`config.mk`:
```
export PLATFORM = sky130hd
export DESIGN_NAME = shared_mem_arbiter
export DESIGN_NICKNAME = d
export VERILOG_FILES = /design/src/rtl/shared_mem_arbiter.sv
export SDC_FILE = /design/constraint.sdc
export NUM_CORES = 1
export LEC_CHECK = 0
export BUFFER_PORTS_ARGS = -buffer_cell sky130_fd_sc_hd__buf_2
export CAP_MARGIN = 20
export CORE_ASPECT_RATIO = 1.2
export CORE_MARGIN = 10
export CORE_UTILIZATION = 60
export DETAILED_ROUTE_END_ITERATION = 10
export GPL_ROUTABILITY_DRIVEN = 0
export PLACE_DENSITY_LB_ADDON = 0.05
export SETUP_SLACK_MARGIN = 0.02
export SLEW_MARGIN = 10
export SYNTH_ARGS = -nofsm -noshare
export SYNTH_HDL_FRONTEND = slang
export SYNTH_SLANG_ARGS = --single-unit
```
`constraint.sdc`:
```
create_clock -name clk -period 5.71 [get_ports clk]
set_input_delay 0.571 -clock clk [delete_from_list [all_inputs] [get_ports clk]]
set_output_delay 0.571 -clock clk [all_outputs]
set_load 0.01 [all_outputs]
```
`src/rtl/shared_mem_arbiter.sv`:
```
// shared_mem_arbiter
//   Round-robin arbiter in front of a small single-ported word memory shared
//   by NUM_PORTS requesters. After reset the memory is filled with
//   memory[i] = i+1, one word per cycle. Then each granted access takes three
//   cycles (IDLE -> ACCESS -> RESP), and resp pulses in the IDLE cycle that
//   follows RESP.
//
//   Optional feature: define SHARED_MEM_COH_TRACK_EN to keep a 2-bit
//   coherency state per word (I=00, M=01, S=10) and report it on coh.
//   Without the macro no state array exists and coh is tied to 2'b00.
//
// Ports
//   clk        system clock, rising edge
//   reset_n    asynchronous active-low reset
//   req        per-port request level, held until resp
//   we         per-port write enable (1 = write)
//   addr       packed per-port word address, port p at [p*ADDR_W +: ADDR_W]
//   wdata      packed per-port write data
//   rdata      packed per-port read data; holds the last read result
//   resp       one-cycle completion pulse to the served port
//   err        out-of-range flag, pulses with resp
//   coh        post-access coherency state of the accessed word
//   init_done  high once the power-up fill is complete
//
// state  | meaning
// INIT   | filling memory one word per cycle; requests ignored
// IDLE   | waiting for a request; round-robin pick from ptr
// ACCESS | memory read or write for the latched request
// RESP   | result registered; resp pulses on the next cycle
module shared_mem_arbiter #(
  parameter int NUM_PORTS = 4,
  parameter int DATA_W    = 16,
  parameter int ADDR_W    = 14,
  parameter int DEPTH     = 50
) (
  input  logic                        clk,
  input  logic                        reset_n,
  input  logic [NUM_PORTS-1:0]        req,
  input  logic [NUM_PORTS-1:0]        we,
  input  logic [NUM_PORTS*ADDR_W-1:0] addr,
  input  logic [NUM_PORTS*DATA_W-1:0] wdata,
  output logic [NUM_PORTS*DATA_W-1:0] rdata,
  output logic [NUM_PORTS-1:0]        resp,
  output logic [NUM_PORTS-1:0]        err,
  output logic [1:0]                  coh,
  output logic                        init_done
);

  localparam int PTR_W = $clog2(NUM_PORTS);
  localparam int IDX_W = (DEPTH > 1) ? $clog2(DEPTH) : 1;

  typedef enum logic [1:0] {ST_INIT, ST_IDLE, ST_ACCESS, ST_RESP} state_t;

  state_t state, state_nxt;

  logic [DATA_W-1:0] mem [DEPTH];
  logic [IDX_W-1:0]  init_cnt;
  logic              init_last;
  logic [PTR_W-1:0]  ptr, gnt_idx, win_idx, cand_idx;
  logic              win_found, mask_vld;
  logic              lat_we;
  logic [ADDR_W-1:0] lat_addr;
  logic [DATA_W-1:0] lat_wdata, rd_word;
  logic              acc_err;
  logic              in_range;
  logic [IDX_W-1:0]  mem_idx;

  // Extra bit so DEPTH == 2**ADDR_W still compares correctly.
  assign in_range  = ({1'b0, lat_addr} < (ADDR_W+1)'(DEPTH));
  assign mem_idx   = lat_addr[IDX_W-1:0];
  assign init_last = (init_cnt == IDX_W'(DEPTH-1));

  // Round-robin search from ptr. The port served last is masked for the
  // first IDLE cycle so a requester that drops req one cycle late is not
  // granted again.
  always_comb begin
    win_found = 1'b0;
    win_idx   = '0;
    cand_idx  = '0;
    for (int i = 0; i < NUM_PORTS; i++) begin
      cand_idx = PTR_W'((int'(ptr) + i) % NUM_PORTS);
      if (!win_found && req[cand_idx] && !(mask_vld && (cand_idx == gnt_idx))) begin
        win_found = 1'b1;
        win_idx   = cand_idx;
      end
    end
  end

  always_comb begin
    state_nxt = state;
    case (state)
      ST_INIT:   if (init_last) state_nxt = ST_IDLE;
      ST_IDLE:   if (win_found) state_nxt = ST_ACCESS;
      ST_ACCESS: state_nxt = ST_RESP;
      ST_RESP:   state_nxt = ST_IDLE;
      default:   state_nxt = ST_INIT;
    endcase
  end

  always_ff @(posedge clk or negedge reset_n) begin
    if (!reset_n) begin
      state     <= ST_INIT;
      init_cnt  <= '0;
      init_done <= 1'b0;
      ptr       <= '0;
      gnt_idx   <= '0;
      mask_vld  <= 1'b0;
      lat_we    <= 1'b0;
      lat_addr  <= '0;
      lat_wdata <= '0;
      rd_word   <= '0;
      acc_err   <= 1'b0;
      resp      <= '0;
      err       <= '0;
      rdata     <= '0;
    end else begin
      state    <= state_nxt;
      resp     <= '0;
      err      <= '0;
      mask_vld <= 1'b0;
      case (state)
        ST_INIT: begin
          if (init_last) init_done <= 1'b1;
          else           init_cnt  <= init_cnt + IDX_W'(1);
        end
        ST_IDLE: begin
          if (win_found) begin
            gnt_idx   <= win_idx;
            lat_we    <= we[win_idx];
            lat_addr  <= addr[int'(win_idx)*ADDR_W +: ADDR_W];
            lat_wdata <= wdata[int'(win_idx)*DATA_W +: DATA_W];
          end
        end
        ST_ACCESS: begin
          acc_err <= !in_range;
          rd_word <= (in_range && !lat_we) ? mem[mem_idx] : '0;
        end
        ST_RESP: begin
          resp[gnt_idx] <= 1'b1;
          err[gnt_idx]  <= acc_err;
          if (!lat_we) rdata[int'(gnt_idx)*DATA_W +: DATA_W] <= rd_word;
          ptr      <= (gnt_idx == PTR_W'(NUM_PORTS-1)) ? '0 : gnt_idx + PTR_W'(1);
          mask_vld <= 1'b1;
        end
        default: ;
      endcase
    end
  end

  // Storage has no reset; INIT rewrites every word after each reset.
  always_ff @(posedge clk) begin
    if (state == ST_INIT)
      mem[init_cnt] <= DATA_W'(init_cnt) + DATA_W'(1);
    else if (state == ST_ACCESS && lat_we && in_range)
      mem[mem_idx] <= lat_wdata;
  end

`ifdef SHARED_MEM_COH_TRACK_EN
  localparam logic [1:0] COH_I = 2'b00;
  localparam logic [1:0] COH_M = 2'b01;
  localparam logic [1:0] COH_S = 2'b10;

  logic [1:0] coh_mem [DEPTH];
  logic [1:0] coh_post, acc_coh;

  always_comb begin
    coh_post = COH_I;
    if (in_range) begin
      if (lat_we)                          coh_post = COH_M;
      else if (coh_mem[mem_idx] == COH_I)  coh_post = COH_S;
      else                                 coh_post = coh_mem[mem_idx];
    end
  end

  always_ff @(posedge clk) begin
    if (state == ST_INIT)
      coh_mem[init_cnt] <= COH_I;
    else if (state == ST_ACCESS && in_range)
      coh_mem[mem_idx] <= coh_post;
  end

  always_ff @(posedge clk or negedge reset_n) begin
    if (!reset_n) begin
      acc_coh <= COH_I;
      coh     <= COH_I;
    end else begin
      if (state == ST_ACCESS) acc_coh <= coh_post;
      if (state == ST_RESP)   coh     <= acc_coh;
    end
  end
`else
  assign coh = 2'b00;
`endif

endmodule

```
==> results by stage <==
STA:
- The shortest period the worst path allows is 3.93 ns.
- The final number of hold-violating endpoints is 8.
- Setup repair after global routing left no endpoint under its margin.
- The final count of pins violating max slew is 0.
- Adding up every negative setup slack in the final design gives 0 ns.
- The setup-violating endpoint count in the final report is 0.
- Static timing analysis puts the maximum clock frequency at 0.255 GHz.
- The slack of the critical path is 1.78 ns.
- The clock tree skew after final layout is 0.0393 ns.
- The transition time at the pin with the least slew margin is 1.00 ns.
- Headroom to the max-slew limit came out at 0.329.
- The post-route fraction of the period consumed by the critical path is 0.687.
- The smallest hold slack is -0.00684 ns.

Detailed routing:
- Dividing the detail-routed wire length by the instance count gives 29.9 µm.
- Dividing the detail-routed via count by the number of cells gives 6.39.
- The final wirelength is 89.3 mm.
- For this run, design rule violations remaining after detail routing come to 0.
- For this block, the initial DRC count from the detailed router was 1608.
- The number of nets with antenna violations after detailed routing is 0.
- Summing over every cut layer, the via total after detailed routing is 19.1k.
- The detailed-router iteration count before antenna repair is 5.

Synthesis:
- The adder and majority cell fraction of the synthesized area is 0.00503.
- The Yosys warning count is 0.
- The total standard cell area after synthesis is 37300 µm².
- For this run, asynchronously set or reset flops after synthesis account for 0.143.
- Of the total synthesized cell area, the portion taken by XOR and XNOR cells is 0.00211.
- The share of the Yosys chip area taken by registers is 0.734.
- The most frequently used flop master after synthesis is sky130_fd_sc_hd__edfxtp_1.
- Counting flops with a built-in enable in the synthesized netlist gives 800.
- After synthesis, the netlist uses 58 different library cells.
- The instance count of the mapped netlist is 1845.
- The main combinational cell family by area after synthesis is multiplexers.
- The post-synthesis sequential element count is 934.
- The fraction of the mapped netlist area in compound gates is 0.0418.
- Of the total synthesized cell area, the portion taken by AND, OR, NAND and NOR gates is 0.0276.
- The mean instance size in the synthesized netlist is 20.2 µm².
- After synthesis, the share of cell area in mux cells is 0.170.

Worst setup path:
- The critical path contains buffers and inverters numbering 3 combined.
- Among cell families on the critical path, the largest total delay comes from simple AND/OR/NAND/NOR gates.
- The slowest stage of the critical path belongs to the cell sky130_fd_sc_hd__and2_2.
- The critical-path maximum fanout is 50.
- The data required time of the worst path is 6.00 ns.
- Walking the worst path, the cells encountered are inv_1 -> ha_1 -> nor4b_1 -> and4_1 -> nor3b_4 -> buf_4 -> buf_4 -> and2_2.
- The type of the worst setup path is reg -> reg.
- Among the stages of the critical path, the cell type that occurs most often is sky130_fd_sc_hd__buf_4.
- The worst setup path is captured at a flip-flop.
- The worst setup path is launched from a flip-flop.
- On the worst path, the slowest cell contributes a delay of 0.86 ns.
- The data arrival at the endpoint of the critical path is 4.22 ns.

Global route:
- The met3 track utilization from global routing is 0.0511.
- The wire length of the first global-routing pass is 132 mm.
- The total overflow left after global routing is 0.
- The met2 routing resource usage after global routing is 0.405.
- The initial antenna violation count is 3.
- The total routing resource utilization after global routing is 0.248.
- The met1 track demand over resource is 0.333.
- The maximum number of pins on one net before global-route repair is 105.
- The via count of the first global-routing pass was 19.6k.
- The global routing stage identified its most utilized layer as met2.

Pwr:
- The static power due to leakage is 14.6 nW.
- Of the total power, the share spent switching nets is 0.311.
- The combinational group share of total power is 0.280.
- For this design the ratio of total power to cell area is 469 nW/µm².
- The switching component of the power is 6.18 mW.
- The share of total power dissipated in sequential elements is 0.428.
- The total internal power is 13.7 mW.
- Across the VDD grid, the largest voltage drop is 0.354 mV.
- The clock share of power is 0.292.

Finish:
- The post-synthesis to final-layout area growth is 13.6%.
- The most common cell after layout, fill and taps aside is sky130_fd_sc_hd__edfxtp_1.
- The antenna cell count is 0.
- The share of cells above drive strength 1 is 0.314.
- The net total in the final layout is 2246.
- Leaving out fill and tap cells, the most frequent cells in the layout are sky130_fd_sc_hd__edfxtp_1 (800), sky130_fd_sc_hd__mux4_2 (224), sky130_fd_sc_hd__buf_2 (201).

Floorplan:
- Measured along the y axis, the die boundary spans 293 µm.
- For this configuration, the core starts out at a cell density of 0.604.
- The number of cell rows is 100.
- The floorplan step set the die width to 248 µm.
- The die covers 72600 µm².
- During I/O placement, the number of pins put on the boundary was 205.
- The area of the core is 61800 µm².

Clock network:
- After clock tree synthesis, the clock-pin slew on the worst setup and hold paths is 0.06 ns.
- TritonCTS built the clock tree.
- After clock tree synthesis, the setup repair step added 0 buffers.
- The clock insertion delay at the later pin of the skew report is 0.65 ns.
- Counting along the longest clock path gives a buffer depth of 3.
- The sink count of the clock tree is 934.
- Once the clock tree was built, the resizer swapped 0 gates to a different size.
- In this run, post-CTS hold repair placed 0 buffers.
- The root buffer cell is sky130_fd_sc_hd__clkbuf_16.
- The clock tree synthesis step divided the H-tree into 3 levels.
- Clock tree synthesis inserted a total of 88 buffers.

Placed design:
- Once detailed placement completed, the half-perimeter wirelength came to 55.0 mm.
- In this run the tool buffered the top-level ports with 202 buffer cells.
- The setup slack after placement is 1.75 ns.

Status:
- The final reports fail on negative hold slack.
- The run finished, with violations left.

Min path:
- The class of the most critical hold timing path is in -> async.

Run:
- Across the run, the number of max-cap violations was 0.
## per-layer routing
metal	up-vias	share of wire	routed length (µm)
li1	8127	-	-
met2	841	0.50	44700
met3	127	0.085	7610
met5	-	0.00040	36
met4	6	0.028	2460
met1	10000	0.39	34500
## power by group through the flow
stage | registers (mW) | clock network (mW) | logic [mW]
3_3_place_gp | 8.64 | 0 | 5.53
6_report | 8.51 | 5.80 | 5.57
2_1_floorplan | 8.31 | 0 | 4.09
4_1_cts | 8.51 | 5.87 | 5.64
5_1_grt | 8.55 | 6.13 | 5.95
3_5_place_dp | 8.65 | 0 | 5.61
## layout make-up
type,instances,area (µm²)
Sequential cell,934,27400
Timing Repair Buffer,281,1710
Fill cell,3955,19400
Tap cell,816,1020
Clock buffer,109,2430
Multi-Input combinational cell,771,9320
Clock inverter,52,440
Inverter,25,93.8
## cells in the mapped netlist, types with 2 or more instances
library cell               count  share of area
sky130_fd_sc_hd__a31oi_1       2        0.00034
sky130_fd_sc_hd__ha_1         15         0.0050
sky130_fd_sc_hd__buf_6        15         0.0045
sky130_fd_sc_hd__a21oi_1      21         0.0028
sky130_fd_sc_hd__edfxtp_1    800           0.64
sky130_fd_sc_hd__o32ai_1      16         0.0038
sky130_fd_sc_hd__and3_1        7         0.0012
sky130_fd_sc_hd__dfrtp_1     134          0.090
sky130_fd_sc_hd__nor2b_1       4        0.00067
sky130_fd_sc_hd__or2_1         5        0.00084
sky130_fd_sc_hd__and2_1       29         0.0049
sky130_fd_sc_hd__nand3b_1      3        0.00060
sky130_fd_sc_hd__mux2i_1     105          0.028
sky130_fd_sc_hd__nor3_1        8         0.0011
sky130_fd_sc_hd__xor2_1        4        0.00094
sky130_fd_sc_hd__xnor2_1       5         0.0012
sky130_fd_sc_hd__o22ai_1       2        0.00034
sky130_fd_sc_hd__a21o_1        5         0.0010
sky130_fd_sc_hd__buf_1         9        0.00091
sky130_fd_sc_hd__nor4b_1       5         0.0012
sky130_fd_sc_hd__buf_2        32         0.0043
sky130_fd_sc_hd__or2_2         3        0.00050
sky130_fd_sc_hd__clkbuf_1     45         0.0045
sky130_fd_sc_hd__nand2_1      54         0.0054
sky130_fd_sc_hd__a22o_1       64          0.015
sky130_fd_sc_hd__nor3b_1       5         0.0010
sky130_fd_sc_hd__mux4_2      224           0.14
sky130_fd_sc_hd__nor4_1        2        0.00034
sky130_fd_sc_hd__nand3_1       3        0.00040
sky130_fd_sc_hd__nor2_1       62         0.0062
sky130_fd_sc_hd__o21ai_0       6        0.00080
sky130_fd_sc_hd__or3_1         2        0.00034
sky130_fd_sc_hd__a211oi_1     17         0.0034
sky130_fd_sc_hd__o221ai_1     47          0.011
sky130_fd_sc_hd__buf_4        15         0.0030
sky130_fd_sc_hd__mux2_2       21         0.0063
sky130_fd_sc_hd__nor4b_2       3         0.0012
sky130_fd_sc_hd__inv_1        24         0.0024
sky130_fd_sc_hd__nand2b_1      3        0.00050
## metrics by stage
stage	instances	util	instance area, µm²	total power, mW
2_1_floorplan	1846	-	37300	12.4
3_3_place_gp	2826	0.639	39500	14.2
3_5_place_dp	2826	0.639	39500	14.3
4_1_cts	2987	0.686	42400	20.0
5_1_grt	2988	0.686	42400	20.6
6_report	2988	0.686	42400	19.9
## kinds of logic after synthesis
logic type / after synthesis
AO/OA/AOI/OAI: 193
XOR/XNOR: 9
adder cells (fa/ha/maj): 15
buffers and inverters: 141
flip-flops: 934
multiplexers: 350
other: 1
AND/OR/NAND/NOR: 202
## path summary, 6_finish.rpt
check	start	to	slack, ns	cells past startpoint
setup / recovery	state[0]	mem[9][10]	1.78	8
hold / removal	reset_n	rdata[26]	-0.007	1
hold reg to reg	lat_addr[12]	lat_addr[12]	0.49	2
min in group clk	wdata[28]	lat_wdata[12]	0.27	3
max in group asynchronous	reset_n	lat_addr[0]	4.43	2
setup reg to reg	state[0]	mem[9][10]	1.78	8
## state kept, by name, summed over array words and instances, names as in the netlist, 2 cells and up
signal     count
mem          800
rdata         64
lat_wdata     16
rd_word       16
lat_addr      14
init_cnt       6
err            4
resp           4
gnt_idx        2
ptr            2
state          2
(Power assumes the default switching activity.)
